==> src/rtl/bp_nonsynth_drain_pkg.sv <==
// Shared constants and width helpers for the nonsynthesizable response drain.
package bp_nonsynth_drain_pkg;

  localparam int unsigned lfsr_width_lp = 16;
  // Fibonacci taps 16,14,13,11 -> bits 15,13,12,10
  localparam logic [lfsr_width_lp-1:0] lfsr_taps_lp = 16'hB400;

  function automatic int unsigned delay_width(input int unsigned max_delay);
    return (max_delay < 1) ? 1 : $clog2(max_delay + 1);
  endfunction

  function automatic int unsigned count_width(input int unsigned els);
    return $clog2(els + 1);
  endfunction

  function automatic int unsigned chan_width(input int unsigned channels);
    return (channels > 1) ? $clog2(channels) : 1;
  endfunction

endpackage

==> src/rtl/bp_nonsynth_drain_chan.sv <==
// One drain channel: small circular FIFO, occupancy counter and a reloadable
// dequeue-delay counter that gates eligibility.
module bp_nonsynth_drain_chan
  import bp_nonsynth_drain_pkg::*;
#(
  parameter int unsigned width_p     = 32,
  parameter int unsigned els_p       = 16,
  parameter int unsigned min_delay_p = 0,
  parameter int unsigned max_delay_p = 15,
  localparam int unsigned count_width_lp = count_width(els_p),
  localparam int unsigned delay_width_lp = delay_width(max_delay_p)
) (
  input  logic                      clk,
  input  logic                      reset,
  input  logic                      push_v,
  input  logic [width_p-1:0]        push_data,
  output logic                      full,
  input  logic                      yumi,
  input  logic [delay_width_lp-1:0] reload,
  output logic [width_p-1:0]        head_data,
  output logic [count_width_lp-1:0] count,
  output logic                      eligible
);

  localparam int unsigned ptr_width_lp = $clog2(els_p);

  logic [width_p-1:0]        mem_q [els_p];
  logic [ptr_width_lp-1:0]   wptr_q, rptr_q;
  logic [count_width_lp-1:0] count_q;
  logic [delay_width_lp-1:0] delay_q;
  logic                      push;

  function automatic logic [ptr_width_lp-1:0] next_ptr(input logic [ptr_width_lp-1:0] p);
    return (p == ptr_width_lp'(els_p - 1)) ? '0 : p + 1'b1;
  endfunction

  assign full      = (count_q == count_width_lp'(els_p));
  assign push      = push_v & ~full;
  assign head_data = mem_q[rptr_q];
  assign count     = count_q;
  assign eligible  = (count_q != '0) && (delay_q == '0);

  always_ff @(posedge clk) begin
    if (reset) begin
      wptr_q  <= '0;
      rptr_q  <= '0;
      count_q <= '0;
      delay_q <= delay_width_lp'(min_delay_p);
    end else begin
      if (push) wptr_q <= next_ptr(wptr_q);
      if (yumi) rptr_q <= next_ptr(rptr_q);
      if (push && !yumi) begin
        count_q <= count_q + 1'b1;
      end else if (!push && yumi) begin
        count_q <= count_q - 1'b1;
      end
      // Counter runs down regardless of occupancy; only a dequeue reloads it.
      if (yumi) begin
        delay_q <= reload;
      end else if (delay_q != '0) begin
        delay_q <= delay_q - 1'b1;
      end
    end
  end

  always_ff @(posedge clk) begin
    if (push) mem_q[wptr_q] <= push_data;
  end

endmodule

==> src/rtl/bp_nonsynth_resp_drain.sv <==
// Multi-channel random-delay response sink merged by a round-robin arbiter.
// Define BP_NONSYNTH_DRAIN_TRACE_EN to print transfers, overflow and per-channel totals.
module bp_nonsynth_resp_drain
  import bp_nonsynth_drain_pkg::*;
#(
  parameter int unsigned width_p     = 32,
  parameter int unsigned els_p       = 16,
  parameter int unsigned channels_p  = 1,
  parameter int unsigned min_delay_p = 0,
  parameter int unsigned max_delay_p = 15,
  parameter logic [15:0] seed_p      = 16'h0001,
  localparam int unsigned count_width_lp = count_width(els_p),
  localparam int unsigned chan_width_lp  = chan_width(channels_p),
  localparam int unsigned delay_width_lp = delay_width(max_delay_p)
) (
  input  logic                                 clk_i,
  input  logic                                 reset_i,
  input  logic [channels_p-1:0]                v_i,
  input  logic [channels_p*width_p-1:0]        data_i,
  output logic [channels_p-1:0]                ready_and_o,
  output logic                                 v_o,
  output logic [width_p-1:0]                   data_o,
  output logic [chan_width_lp-1:0]             chan_o,
  input  logic                                 ready_and_i,
  output logic [channels_p*count_width_lp-1:0] count_o,
  output logic                                 overflow_o
);

  if (min_delay_p > max_delay_p) begin : g_bad_delay
    $error("bp_nonsynth_resp_drain: min_delay_p (%0d) > max_delay_p (%0d)",
           min_delay_p, max_delay_p);
  end

  localparam logic [15:0] seed_lp = (seed_p == 16'h0000) ? 16'h0001 : seed_p;
  localparam int unsigned span_lp = max_delay_p - min_delay_p + 1;

  logic [lfsr_width_lp-1:0]  lfsr_q;
  logic [delay_width_lp-1:0] reload;
  logic [channels_p-1:0]     full, eligible, yumi;
  logic [width_p-1:0]        head_data [channels_p];
  logic [chan_width_lp-1:0]  rr_q, winner;
  logic                      any_v, overflow_q;

  always_ff @(posedge clk_i) begin
    if (reset_i) lfsr_q <= seed_lp;
    else         lfsr_q <= {lfsr_q[14:0], ^(lfsr_q & lfsr_taps_lp)};
  end

  // With span_lp == 1 the modulo is zero, so the reload is the constant min_delay_p.
  assign reload = delay_width_lp'(min_delay_p + (32'(lfsr_q) % span_lp));

  for (genvar c = 0; c < channels_p; c++) begin : g_chan
    bp_nonsynth_drain_chan #(
      .width_p    (width_p),
      .els_p      (els_p),
      .min_delay_p(min_delay_p),
      .max_delay_p(max_delay_p)
    ) u_chan (
      .clk      (clk_i),
      .reset    (reset_i),
      .push_v   (v_i[c]),
      .push_data(data_i[c*width_p +: width_p]),
      .full     (full[c]),
      .yumi     (yumi[c]),
      .reload   (reload),
      .head_data(head_data[c]),
      .count    (count_o[c*count_width_lp +: count_width_lp]),
      .eligible (eligible[c])
    );
    assign yumi[c] = any_v & ready_and_i & (winner == chan_width_lp'(c));
  end

  assign ready_and_o = ~full;

  // Search starts just after the last winner and wraps.
  always_comb begin
    any_v  = 1'b0;
    winner = '0;
    for (int unsigned i = 1; i <= channels_p; i++) begin
      if (!any_v && eligible[(32'(rr_q) + i) % channels_p]) begin
        any_v  = 1'b1;
        winner = chan_width_lp'((32'(rr_q) + i) % channels_p);
      end
    end
  end

  assign v_o    = any_v;
  assign data_o = head_data[winner];
  assign chan_o = winner;

  always_ff @(posedge clk_i) begin
    if (reset_i) begin
      rr_q       <= chan_width_lp'(channels_p - 1);
      overflow_q <= 1'b0;
    end else begin
      if (any_v && ready_and_i) rr_q <= winner;
      overflow_q <= overflow_q | (|(v_i & full));
    end
  end

  assign overflow_o = overflow_q;

`ifdef BP_NONSYNTH_DRAIN_TRACE_EN
  int unsigned xfer_cnt_q [channels_p];

  always_ff @(posedge clk_i) begin
    if (reset_i) begin
      for (int c = 0; c < channels_p; c++) xfer_cnt_q[c] <= 0;
    end else begin
      if (any_v && ready_and_i) begin
        $display("[drain] t=%0t ch=%0d data=%h", $time, winner, data_o);
        xfer_cnt_q[winner] <= xfer_cnt_q[winner] + 1;
      end
      if (!overflow_q) begin
        for (int c = 0; c < channels_p; c++) begin
          if (v_i[c] && full[c]) $error("[drain] overflow on channel %0d", c);
        end
      end
    end
  end

  final begin
    for (int c = 0; c < channels_p; c++) begin
      $display("[drain] channel %0d transfers=%0d", c, xfer_cnt_q[c]);
    end
  end
`endif

endmodule

==> config.mk <==
export PLATFORM = sky130hd
export DESIGN_NAME = bp_nonsynth_resp_drain
export DESIGN_NICKNAME = d
export VERILOG_FILES = /design/src/rtl/bp_nonsynth_drain_pkg.sv /design/src/rtl/bp_nonsynth_drain_chan.sv /design/src/rtl/bp_nonsynth_resp_drain.sv
export SDC_FILE = /design/constraint.sdc
export NUM_CORES = 1
export LEC_CHECK = 0
export ABC_AREA = 1
export CAP_MARGIN = 25
export CORE_ASPECT_RATIO = 1.2
export CORE_MARGIN = 4
export CORE_UTILIZATION = 40
export CTS_CLUSTER_SIZE = 10
export DETAILED_ROUTE_END_ITERATION = 10
export SYNTH_ARGS = -nofsm -noshare
export SYNTH_HDL_FRONTEND = slang
export SYNTH_SLANG_ARGS = --single-unit
==> constraint.sdc <==
create_clock -name clk_i -period 7.6 [get_ports clk_i]
set_input_delay 1.9 -clock clk_i [delete_from_list [all_inputs] [get_ports clk_i]]
set_output_delay 1.9 -clock clk_i [all_outputs]
set_load 0.01 [all_outputs]
=== Word-level counts from Yosys, hierarchy flattened ===
Memory sizes are Yosys's and may differ from the RTL's. A register that Yosys moved wholly into a read port is not among the register bits.
Cells that the tools add are included.

* Register bits: 34
* Memory bits (writable): 512
* Input bits: 36
* Output and inout bits: 41
* Word-level logic and storage cells: 42
* Memories: 1

* $add $sub $neg: 5
* Equal/unequal tests: 3
* Muxes and demuxes: 11
* Bitwise logic cells: 5
* Reduce and logical (&&, ||, !) cells: 11

{| class="wikitable"
|+ Memory list
! name !! depth !! bits a word !! read ports !! clocked after Yosys merged registers in !! wr ports !! RTL line !! RTL
|-
| g_chan[0].u_chan.mem_q || 16 || 32 || 1 || 1 || 1 || bp_nonsynth_drain_chan.sv:27 || <nowiki>logic [width_p-1:0] mem_q [els_p];</nowiki>
|}

{| class="wikitable"
|+ Operators with widths
! kind !! number
|-
| 2-to-1 mux 4 bit || 6
|-
| parity 16 bit || 1
|-
| 2-to-1 mux 5 bit || 2
|-
| adder 4 x 1 -> 4 bit (second input constant) || 2
|-
| equality test 4 bit (second input constant) || 2
|-
| adder 5 x 1 -> 5 bit (second input constant) || 1
|-
| equality test 5 bit (second input constant) || 1
|-
| nonzero test 5 bit || 1
|-
| subtractor 5 x 1 -> 5 bit (second input constant) || 1
|-
| logical NOT 4 bit || 1
|-
| nonzero test 2 bit || 2
|-
| nonzero test 4 bit || 1
|-
| subtractor 4 x 1 -> 4 bit (second input constant) || 1
|-
| AND 1 bit || 3
|-
| logical AND 1 bit || 3
|-
| 2-to-1 mux 1 bit || 3
|-
| logical NOT 1 bit || 2
|-
| NOT 1 bit || 1
|-
| bitwise OR 1 bit || 1
|}

=== Depth between registers and ports, before layout ===
* Depth in word-level cells: 7
* Gate-level depth with buffers: 15
* Mapped depth without buffers: 14

=== Hierarchy ===
A second synthesis with hierarchy kept.

* Cells, all modules: 2017
* Area total of the unflattened synthesis: 22542.9 µm²

{| class="wikitable"
|+ Modules (own cells, without submodules)
! module !! times used !! cells an instance !! area each (µm²) !! seq. area each (µm²)
|-
| bp_nonsynth_drain_chan || 1 || 1944 || 21967.3 || 15795.1
|-
| bp_nonsynth_resp_drain || 1 || 73 || 575.6 || 340.3
|}

=== Least setup slack after synthesis ===
No wires, ideal clock.

* Path kind: input port to flip-flop
* Start: input port v_i
* End: memory g_chan[0].u_chan.mem_q[11][0], enable pin
* Library setup time: 0.421 ns
* Data arrival time: 3.610 ns
* Data required time: 7.179 ns
* Slack: 3.569 ns
* Stages: 4
* Path buffers: 0
* Path through: nand2_1 -> inv_2 -> nand2_1 -> nor2_1

* Word-level cells in the longest chain between the ends: 3

{| class="wikitable"
|+ Ends and longest elaborated chain
! item !! RTL line !! RTL
|-
| start: declaration || bp_nonsynth_resp_drain.sv:18 || <nowiki>input logic [channels_p-1:0] v_i,</nowiki>
|-
| AND 1 bit || bp_nonsynth_drain_chan.sv:38 || <nowiki>assign push = push_v & ~full;</nowiki>
|-
| via g_chan[0].u_chan.push || bp_nonsynth_drain_chan.sv:31 || <nowiki>logic push;</nowiki>
|-
| 2-to-1 mux 1 bit || bp_nonsynth_drain_chan.sv:67 || <nowiki>if (push) mem_q[wptr_q] <= push_data;</nowiki>
|-
| 2-to-1 mux 1 bit (implied by the code) || bp_nonsynth_drain_chan.sv:67 ||
|-
| end: declaration || bp_nonsynth_drain_chan.sv:27 ||
|}

The timed path passes the listed nets, and every way through them passes these cells.

==> run summary <==
CTS max path bufs: 3
Path type of the worst min-delay path: reg -> reg
Post-Synthesis Net Count: 1,887
Final wirelength: 50,100 um
Hold path startpoint: lfsr_q[9]
Layout cell share with drive strength beyond 1: 6.13%
Crit-path most repeated cell: nand3_1
Total Routing Usage GR: 16.5%
Distinct cells, synth: 27
Commonest non-fill, non-tap cell in the layout: edfxtp_1
Clock Skews: 0.0194 ns
Worst-Margin Slew: 1.12 ns
Resize count post-CTS: 0
Status: finished clean
Int Pwr: 5.39 mW
Number of fill cells: 4,884
Crit Path Class: reg -> out
Die area: 0.0604 mm2
DRT iter0 DRCs: 1,086
Critical Path RT: 5.70 ns
Relative slew slack: 25.4%
Switching power: 1.95 mW
Largest area contributor in the netlist: edfxtp_1
Total gr overflow: 0
Gate power share: 18.1%
Global placement routability congestion: 0.735
Commonest non-fill, non-tap cells in the layout: 512 x edfxtp_1, 289 x inv_1, 207 x nand3_1
N_diodes: 0
Largest net degree at the start of global routing: 263
Hold Path Depth: 2
Inserted Clock Buffers: 61
Setup violations, final: 0
Seq cells post-synth: 550
Fin worst setup slack: 2.41 ns
Clock power frac: 34.8%
DR vias: 13,578
Hold buffer count at cts: 0
Clk Latency, worst-skew pair: 0.61 ns
Final min period: 5.19 ns
Worst Path Max Fanout: 69
Top-area cell type share of the netlist area: 68.0%
Core Rows: 95
Mean Syn Cell Area: 12.3 um2
Syn Inst Count: 1,839
Seq/Total Area, Yosys: 71.4%
Number of max-cap violations: 0
Switching part of the total: 26.6%
First-pass DRT Iterations: 5
I/O Pins: 77
DRC: 0
Core area: 0.0560 mm2
Global-route wire length before repair: 77,200 um
Antenna-violating nets left: 0
VDD IR max: 0.000182 V
FF-to-FF End: g_chan[0].u_chan.count[4]
Initial Util: 40.4%
Vias in the first global route: 13,520
Slew Limit Fails: 0
P_leak: 8.89 nW
Top post-synthesis cells by area: edfxtp_1 68%, inv_1 4.8%, nand3_1 4.6%
Die width: 225 um
Clk root buf: clkbuf_16
Flop2flop setup slack: 4.85 ns
Power per cell area: 287 mW/mm2
Area Overhead vs Synth: 13.0%
Mapped cell area: 0.0226 mm2
Dpl ws: 3.03 ns
Final Hold Fails: 0
Port Buffers: 75
Post-DP HPWL: 25,900 um
Initial antenna violation count: 1
Setup Total Neg Slack: 0 ns
Clock Sinks: 550
CP cell instances: buf_4, o211ai_1, nand3_1, nand3_1, nand2_1, clkdlybuf4s50_1
Finished Layout Cells: 2,636
Crit path largest cell delay: 0.75 ns
Crit path launch type: flip-flop
Die boundary height: 268 um
Vias per inst: 5.15
Post-CTS setup buffers: 0
CTS tree: built
Crit path DAT: 3.29 ns
Sequential power share: 47.1%
RSZ-0062 raised after global routing: no
Tcrit/Tclk final: 68.3%
Maximum clock rate: 0.193 GHz
Worst-path clk slew: 0.05 ns
CP max stage cell: dfxtp_4
FF-to-FF Start: g_chan[0].u_chan.delay_q[0]
R2R depth: 14
Cells after DPL: 2,558
Nets: 1,943
Final hold slack: 0.400 ns
H-tree levels: 2
Worst setup EP type: output pin
WL/cell: 19.0 um
Synth Warn #: 0
Hold worst-path end: lfsr_q[10]
## state kept, by name, indices dropped and copies added (netlist names), named ones only
| signal | cells |
|---|---|
| overflow_o | 1 |
| lfsr_q | 16 |
| g_chan.u_chan.delay_q | 4 |
| g_chan.u_chan.mem_q | 512 |
| g_chan.u_chan.count | 5 |
| g_chan.u_chan.wptr_q | 4 |
| g_chan.u_chan.rptr_q | 4 |
## metrics by stage
| step | instance area (um2) | power [mW] | util [%] |
|---|---|---|---|
| 2_1_floorplan | 22600 | 4.51 | - |
| 3_3_place_gp | 23800 | 4.81 | 42.5 |
| 3_5_place_dp | 23800 | 4.85 | 42.6 |
| 4_1_cts | 25500 | 7.41 | 45.6 |
| 5_1_grt | 25500 | 7.72 | 45.6 |
| 6_report | 25500 | 7.34 | 45.6 |
## critical path, delay by kind of cell, from the launching register on
family | cells | cell delay, ns
AOI/OAI and AO/OA | 1 | 0.19
buffers and inverters | 2 | 1.29
and+or+nand+nor | 3 | 0.40
DFF | 1 | 0.75
## layout make-up
class | instances | area, um2 | share of cell area, %
Sequential cell | 550 | 16100 | 63.2
Inverter | 292 | 1100 | 4.29
Multi-Input combinational cell | 887 | 4700 | 18.4
Timing Repair Buffer | 103 | 1030 | 4.02
Clock inverter | 3 | 40.0 | 0.157
Clock buffer | 74 | 1630 | 6.37
Tap cell | 727 | 910 | 3.56
## power groups by stage
stage / clock network (mW) / registers (mW) / logic [mW]
2_1_floorplan: 0 / 3.51 / 1.00
3_3_place_gp: 0 / 3.52 / 1.29
3_5_place_dp: 0 / 3.52 / 1.33
4_1_cts: 2.61 / 3.46 / 1.33
5_1_grt: 2.75 / 3.47 / 1.50
6_report: 2.55 / 3.46 / 1.33
## per-layer routing
metal / vias to the layer above / part of all wire, % / GRT usage, %
li1: 6537 / - / -
met1: 6695 / 42 / 20.7
met2: 270 / 51 / 29.6
met3: 74 / 4.4 / 2.78
met4: 2 / 2.1 / 4.52
met5: - / 0.016 / 0
## cell usage after synthesis (all sizes together)
cell / instances
a21oi: 141
buf: 71
clkbuf: 39
conb: 1
dfxtp: 38
edfxtp: 512
fa: 1
ha: 11
inv: 292
nand2: 196
nand3: 207
nand4: 2
nor2: 51
nor3: 1
o211ai: 128
o21ai: 140
or2: 1
xnor2: 3
xor2: 4
## worst max path at each step
stage              start                             to  slack [ns]
2_1_floorplan        v_i  g_chan[0].u_chan.mem_q[11][0]        3.57
3_3_place_gp   flip-flop                      data_o[3]        3.05
3_5_place_dp   flip-flop                     data_o[12]        3.03
4_1_cts        flip-flop                     data_o[12]        2.37
5_1_grt        flip-flop                      data_o[3]        2.18
6_report       flip-flop                      data_o[3]        2.41
## cells by family (layout without fill, tap and decap cells)
group                      count (synthesis)  after routing  synth area share, %
and+or+nand+nor                          458            458                 8.79
AOI/OAI and AO/OA                        409            409                 10.5
other                                      1              1               0.0166
DFF                                      550            550                 71.4
buffers and inverters                    402            472                 8.36
adders and majority gates                 12             12                0.697
xor gates and xnor gates                   7              7                0.271
(Power assumes the default switching activity.)
